$ cat config.mk
export PLATFORM = sky130hd
export DESIGN_NAME = key_press_filter_flat
export DESIGN_NICKNAME = d
export VERILOG_FILES = /design/src/rtl/key_press_filter_if.sv /design/src/rtl/key_press_filter.sv /design/src/flat_wrapper.sv
export SDC_FILE = /design/constraint.sdc
export NUM_CORES = 1
export LEC_CHECK = 0
export BUFFER_PORTS_ARGS = -buffer_cell sky130_fd_sc_hd__buf_2
export CORE_MARGIN = 5
export CORE_UTILIZATION = 60
export CTS_BUF_LIST = sky130_fd_sc_hd__clkbuf_4
export CTS_CLUSTER_DIAMETER = 200
export DETAILED_ROUTE_END_ITERATION = 16
export PLACE_DENSITY = 0.77
export SKIP_LAST_GASP = 1
export SLEW_MARGIN = 20
export SYNTH_ARGS = -nofsm -noshare
export SYNTH_HDL_FRONTEND = slang
export SYNTH_SLANG_ARGS = --single-unit
$ cat constraint.sdc
create_clock -name clk -period 2.8 [get_ports clk]
set_input_delay 0.14 -clock clk [delete_from_list [all_inputs] [get_ports clk]]
set_output_delay 0.14 -clock clk [all_outputs]
set_load 0.005 [all_outputs]
$ cat src/rtl/key_press_filter_if.sv
//==============================================================================
// key_press_filter_if : button pins in, debounced press pulses and levels out
// Revision 1.0
//==============================================================================
`default_nettype none

interface key_press_filter_if;
  logic [3:0] key_in;
  logic       key1_press;
  logic       key2_press;
  logic       key3_press;
  logic       key4_press;
  logic [3:0] key_state;

  modport slave (
    input  key_in,
    output key1_press,
    output key2_press,
    output key3_press,
    output key4_press,
    output key_state
  );

  modport master (
    output key_in,
    input  key1_press,
    input  key2_press,
    input  key3_press,
    input  key4_press,
    input  key_state
  );
endinterface

`default_nettype wire

$ cat src/rtl/key_press_filter.sv
//==============================================================================
// key_press_filter : per-key 2-flop sync + debounce FSM, one-cycle press pulses
// Revision 1.0
//==============================================================================
`default_nettype none

module key_press_filter #(
  parameter int DEBOUNCE_CYCLES = 1_000_000,
  parameter bit KEY_ACTIVE_LOW  = 1'b1
) (
  input  logic              clk,
  input  logic              rst,
  key_press_filter_if.slave kif
);

  localparam int                c_CNT_W    = $clog2(DEBOUNCE_CYCLES);
  localparam logic [c_CNT_W-1:0] c_CNT_MAX = c_CNT_W'(DEBOUNCE_CYCLES - 1);
  localparam logic [c_CNT_W-1:0] c_CNT_ONE = c_CNT_W'(1);
  localparam logic              c_RELEASED = KEY_ACTIVE_LOW;

  typedef enum logic [1:0] {
    S_IDLE        = 2'd0,
    S_PRESS_CNT   = 2'd1,
    S_HELD        = 2'd2,
    S_RELEASE_CNT = 2'd3
  } state_t;

  logic [3:0] w_press;
  logic [3:0] w_state;

  generate
    for (genvar i = 0; i < 4; i++) begin : g_key
      logic               sync1_q;
      logic               sync2_q;
      logic               w_pressed;
      state_t             state_q, state_d;
      logic [c_CNT_W-1:0] cnt_q, cnt_d;
      logic               press_q, press_d;

      // Synchronizer resets to the released level so a held key re-qualifies after reset
      always_ff @(posedge clk or negedge rst) begin
        if (!rst) begin
          sync1_q <= c_RELEASED;
          sync2_q <= c_RELEASED;
          state_q <= S_IDLE;
          cnt_q   <= '0;
          press_q <= 1'b0;
        end else begin
          sync1_q <= kif.key_in[i];
          sync2_q <= sync1_q;
          state_q <= state_d;
          cnt_q   <= cnt_d;
          press_q <= press_d;
        end
      end

      assign w_pressed = sync2_q ^ KEY_ACTIVE_LOW;

      always_comb begin
        state_d = state_q;
        cnt_d   = cnt_q;
        press_d = 1'b0;
        unique case (state_q)
          S_IDLE: begin
            if (w_pressed) begin
              state_d = S_PRESS_CNT;
              cnt_d   = c_CNT_ONE;
            end
          end
          S_PRESS_CNT: begin
            if (!w_pressed) begin
              state_d = S_IDLE;
              cnt_d   = '0;
            end else if (cnt_q == c_CNT_MAX) begin
              state_d = S_HELD;
              cnt_d   = '0;
              press_d = 1'b1;
            end else begin
              cnt_d   = cnt_q + c_CNT_ONE;
            end
          end
          S_HELD: begin
            if (!w_pressed) begin
              state_d = S_RELEASE_CNT;
              cnt_d   = c_CNT_ONE;
            end
          end
          S_RELEASE_CNT: begin
            // A bounce back to pressed returns to HELD silently: no second pulse
            if (w_pressed) begin
              state_d = S_HELD;
              cnt_d   = '0;
            end else if (cnt_q == c_CNT_MAX) begin
              state_d = S_IDLE;
              cnt_d   = '0;
            end else begin
              cnt_d   = cnt_q + c_CNT_ONE;
            end
          end
          default: begin
            state_d = S_IDLE;
            cnt_d   = '0;
          end
        endcase
      end

      assign w_press[i] = press_q;
      assign w_state[i] = (state_q == S_HELD) || (state_q == S_RELEASE_CNT);
    end
  endgenerate

  assign kif.key1_press = w_press[0];
  assign kif.key2_press = w_press[1];
  assign kif.key3_press = w_press[2];
  assign kif.key4_press = w_press[3];
  assign kif.key_state  = w_state;

endmodule

`default_nettype wire

$ cat src/flat_wrapper.sv
// flat-port wrapper written by rule: the top's interface ports become plain ports
module key_press_filter_flat 
#(
  parameter int DEBOUNCE_CYCLES = 1_000_000,
  parameter bit KEY_ACTIVE_LOW  = 1'b1
)
  (clk, rst, kif_key_in, kif_key1_press, kif_key2_press, kif_key3_press, kif_key4_press, kif_key_state);
  key_press_filter_if kif_i ();
  input  logic clk;
  input  logic rst;
  input wire logic [$bits(kif_i.key_in)-1:0] kif_key_in;
  output wire logic [$bits(kif_i.key1_press)-1:0] kif_key1_press;
  output wire logic [$bits(kif_i.key2_press)-1:0] kif_key2_press;
  output wire logic [$bits(kif_i.key3_press)-1:0] kif_key3_press;
  output wire logic [$bits(kif_i.key4_press)-1:0] kif_key4_press;
  output wire logic [$bits(kif_i.key_state)-1:0] kif_key_state;
  assign kif_i.key_in = kif_key_in;
  assign kif_key1_press = kif_i.key1_press;
  assign kif_key2_press = kif_i.key2_press;
  assign kif_key3_press = kif_i.key3_press;
  assign kif_key4_press = kif_i.key4_press;
  assign kif_key_state = kif_i.key_state;
  key_press_filter #(.DEBOUNCE_CYCLES(DEBOUNCE_CYCLES), .KEY_ACTIVE_LOW(KEY_ACTIVE_LOW)) u_core (.clk(clk), .rst(rst), .kif(kif_i));
endmodule
Yosys cells after proc, flatten, opt, wreduce, memory -nomap -nowiden --
Index checks and enable logic that the tools add are counted.
Cells by class: add/sub/neg operators 4, equal/unequal tests 32, mux-type cells 64, reduce and logical (&&, ||, !) cells 16
Operators with widths (number):
- 20-bit 2-to-1 mux | 20
- 20-bit one-hot mux with 4 select lines | 4
- 20-bit by 1-bit adder with 20-bit output, second input constant | 4
- 20-bit == test, second input constant | 4
- 2-bit 2-to-1 mux | 24
- 2-bit one-hot mux with 4 select lines | 4
- 2-bit == test, second input constant | 8
- 4-bit AND reduction | 4
- 1-bit 2-to-1 mux | 12
- 3-bit by 1-bit != test with 1-bit output, second input constant | 4
- 3-bit != test, second input constant | 4
- 2-bit by 1-bit == test with 1-bit output, second input constant | 4
- 2-bit logical NOT | 4
- 2-bit by 1-bit != test with 1-bit output, second input constant | 4
- 2-bit != test, second input constant | 4
- 2-bit AND reduction | 4
- 1-bit logical OR | 4
Storage, ports and cells: flip-flop bits (word level) 100, input port bits 6, output and inout port bits 8, word-level logic and storage cells 136

Logic depth before layout (Yosys ltp) --
word-level depth 4, mapped depth 8, mapped depth without buffers 6

Worst setup path after synthesis --
OpenSTA, ideal clock, no wires.
path type reg2reg, start point reg u_core.g_key[1].cnt_q[15], end point reg u_core.g_key[1].cnt_q[18], setup time 118 ps, arrival time 1857 ps, required time 2682 ps, setup slack 825 ps, cell stages (with the launch flop) 7, path buffers 1, period minus slack after synthesis 1975 ps, path through dfrtp_1 -> or4_4 -> nor4b_4 -> a21oi_2 -> buf_6 -> a32o_1 -> a21o_1
On the way: longest elaborated chain between the ends 4, elaborated cells between the ends (all ways) 6
Ends and longest elaborated chain:
- start: declaration | RTL line key_press_filter.sv:37 | logic [c_CNT_W-1:0] cnt_q, cnt_d;
- start signal: assignment | RTL line key_press_filter.sv:52 | cnt_q <= cnt_d;
- 20-bit by 1-bit adder with 20-bit output or 20-bit == test (tied branches)
- 20-bit 2-to-1 mux (*) | RTL line key_press_filter.sv:74, key_press_filter.sv:93
- 20-bit 2-to-1 mux, on equally long branches | RTL line key_press_filter.sv:90, key_press_filter.sv:71
- 20-bit one-hot mux with 4 select lines (*) | RTL line key_press_filter.sv:63 | unique case (state_q)
Every way passes the cells marked *; elsewhere a longest branch is shown, timed or not. A chain may end at the register's enable or synchronous reset.

Final worst setup path --
start point reg u_core.g_key[3].cnt_q[6], end point reg u_core.g_key[3].cnt_q[17]
On the way: longest elaborated chain between the ends 4, elaborated cells between the ends (all ways) 6
Ends and longest elaborated chain (RTL line):
- start: declaration | key_press_filter.sv:37
- start signal: assignment | key_press_filter.sv:52
- 20-bit by 1-bit adder with 20-bit output or 20-bit == test (tied branches)
- 20-bit 2-to-1 mux (*) | key_press_filter.sv:74, key_press_filter.sv:93
- 20-bit 2-to-1 mux, on equally long branches | key_press_filter.sv:90, key_press_filter.sv:71
- 20-bit one-hot mux with 4 select lines (*) | key_press_filter.sv:63
Marks and branches as above.

==> impl_metrics.ini <==
[routing]
postRouteAntennaNets = 0
wl_mm = 10.9
via_count = 4346
vias_per_cell = 6.39
dr.pass1.iters = 4
wl_per_cell_um = 16.1
dr.first_iter.drc_count = 153
drc = 0

[timing]
tightest_slew_ns = 0.829
slew_viol_final = 0
setup_slack_ns = 0.514
fmax_mhz = 437
tns_ns = 0
timing.final.crit_period_ns = 2.29
skew_ns = 0.0114
hold_violations = 0
relSlewSlack_pct = 44.3
rsz0062_at_grt = no
setup_viol = 0
finalCritPeriodShare_pct = 81.7

[clocking]
root_buffer = clkbuf_4
h-tree-depth = 3
postCtsSetupBuffers = 0
clockBufferDepth = 2
cts_buffers = 9
clock-sinks = 100
path_clk_slew_ns = 0.16
cts_tree = yes
insertion_delay_ns = 0.45

[synth]
synth_top_family_by_area = simple AND/OR/NAND/NOR gates
yosys_register_bits = 100
syn_area_per_cell_sq_um = 9.37
synth_cells = 565
yosysWarnings = 0
synth_adder_area_share_pct = 0.945
synthArstFlopShare_pct = 100
synth-xor-area-share_pct = 1.32
synth_compound_area_share_pct = 19.6
ys_seq_area_share_pct = 47.4
synth.area.mux_share_pct = 2.10
yosysTopAreaCell = dfrtp_1
yosys.area_share.simple_pct = 25.0
synth_edf_count = 0
synth_common_cells = dfrtp_1, nand2_1, nand3_1
synthTopCellsByArea = dfrtp_1, a31oi_1, nand2_1, nand3_1, dfstp_2
ys.flop_type = dfrtp_1
syn_nets = 575
synthMostInstantiatedCell = dfrtp_1
synth_top_area_share_pct = 43.5
ys_types = 57
synthesis.area_sq_um = 5300

[grt]
grt_max_degree = 65
antenna_found_initial = 0
grt.total_usage_pct = 21.2
grt_overflow = 0
grt_pass1_vias = 4138
grt_pass1_wl_mm = 19.6

[floorplan]
die_h_um = 104
die_area_sq_um = 10800
io_pins = 14
initial_core_util_pct = 61.0
core_area_sq_um = 8680
dieWidth_um = 104
rows = 34

[setup_path]
path_buf_inv = 0
reg2reg_slack_ns = 0.51
criticalPathCategory = reg -> reg
max_stage_delay_ns = 0.62
arrival_ns = 2.64
crit_fanout = 33
crit_chain = nand4b_1 -> nor4_1 -> a21oi_4 -> and3_1 -> a221o_1
cpLargestDelayFamily = simple AND/OR/NAND/NOR gates
slowest_stage = nor4_1
crit_path_start_kind = register
cp.required_ns = 3.15
endpoint_kind = register

[power]
combPwrFrac_pct = 30.0
power_per_cell_area_nw_per_um2 = 641
pwr-share-seq_pct = 47.6
leakage_nw = 2.30
clkPwrFrac_pct = 22.4
switching_share_pct = 38.0
ir_drop_mv = 0.536
p_sw_mw = 1.37
total_power_mw = 3.60
p_int_mw = 2.23

[finish]
antennaDiodeCount = 0
syn_to_final_growth_pct = 6.10
design_area_sq_um = 5620
seq_area_sq_um = 2510
n_fill_cell = 748
fin_nets = 577
fin_util_pct = 64.7
multi_input_area_sq_um = 2630
drive_above_1_share_pct = 10.8

[placed_design]
pre_cts_ws_ns = 0.369
place.port_buffers = 13
hpwl_mm = 7.36
place_area_sq_um = 5390
gp_congestion = 0.821

[outcome]
status = completed

[worst_hold_path]
hold_class = in -> async

[job]
cap_violations = 0
[power by group through the flow]
stage,Clock (mW),Combinational [mW],Sequential (mW)
final,0.806,1.08,1.71
after global routing,0.897,1.21,1.74
after CTS,0.834,1.07,1.71
after detailed placement,0,1.06,1.74
after global placement,0,1.02,1.73
after floorplan,0,0.882,1.70
[kinds of logic (layout without fill, tap and decap cells)]
kind of cell	count (synthesis)	count (layout)
flip-flops	100	100
AND/OR/NAND/NOR	241	241
buffers and inverters	40	47
XOR/XNOR	8	8
AO/OA/AOI/OAI	161	161
multiplexers	11	11
adder cells (fa/ha/maj)	4	4
[layout make-up]
class	count	area share (%)
Tap cell	108	2.41
Multi-Input combinational cell	425	46.7
Timing Repair Buffer	22	2.85
Clock buffer	9	1.20
Inverter	9	0.601
Sequential cell	100	44.7
Clock inverter	7	1.49
[metal layers]
metal,GRT usage [%],wire [um],vias to the layer above
li1,-,-,2122
met1,29.3,4940,2123
met2,34.6,5500,93
met3,3.48,404,8
met4,5.92,103,0
met5,0,0,-
[sequential cells by signal, summed over array words and instances, names as in the netlist, named ones only]
signal,flops
u_core.g_key.state_q,4
u_core.kif.key2_press,1
u_core.kif.key4_press,1
u_core.kif.key3_press,1
u_core.g_key.sync1_q,4
u_core.g_key.cnt_q,80
u_core.kif.key1_press,1
u_core.g_key.sync2_q,4
[placed cells by master, fill, tap and decap left out, types with 8 or more instances in the layout]
cell type / n
a22o_1: 8
nand2_1: 67
dfrtp_1: 92
and2_1: 12
a21oi_1: 38
buf_2: 12
o21ai_0: 24
clkbuf_4: 9
nand3_1: 44
a31oi_1: 41
dfstp_2: 8
nand4_1: 21
nor2_1: 28
a41oi_1: 12
a21o_1: 10
and3_1: 13
nor3_1: 11
nand2b_1: 9
inv_1: 9
mux2i_1: 10
[through the flow]
stage | hold slack [ns] | std cells
floorplan | -0.156 | 565
global placement | 0.132 | 659
detailed placement | 0.136 | 659
CTS | 0.168 | 680
global route | 0.197 | 680
finish | 0.188 | 680
[path summary, 6_finish.rpt]
path / from / end / cells past startpoint
max in group asynchronous: rst / u_core.g_key[1].sync1_q$_DFF_PN1_ / 3
max: u_core.g_key[3].cnt_q[6]$_DFFE_PN0P_ / u_core.g_key[3].cnt_q[17]$_DFFE_PN0P_ / 5
min reg2reg: u_core.g_key[0].sync1_q$_DFF_PN1_ / u_core.g_key[0].sync2_q$_DFF_PN1_ / 0
min in group clk: kif_key_in[2] / u_core.g_key[2].sync1_q$_DFF_PN1_ / 2
min: rst / u_core.g_key[2].cnt_q[4]$_DFFE_PN0P_ / 2
max reg2reg: u_core.g_key[3].cnt_q[6]$_DFFE_PN0P_ / u_core.g_key[3].cnt_q[17]$_DFFE_PN0P_ / 5
[what timing repair did]
action	4_1_cts	5_1_grt
setup endpoints to repair	0	0
resized for setup	0	0
hold endpoints to repair	40	0
hold buffers	5	0
(Power assumes the default switching activity.)
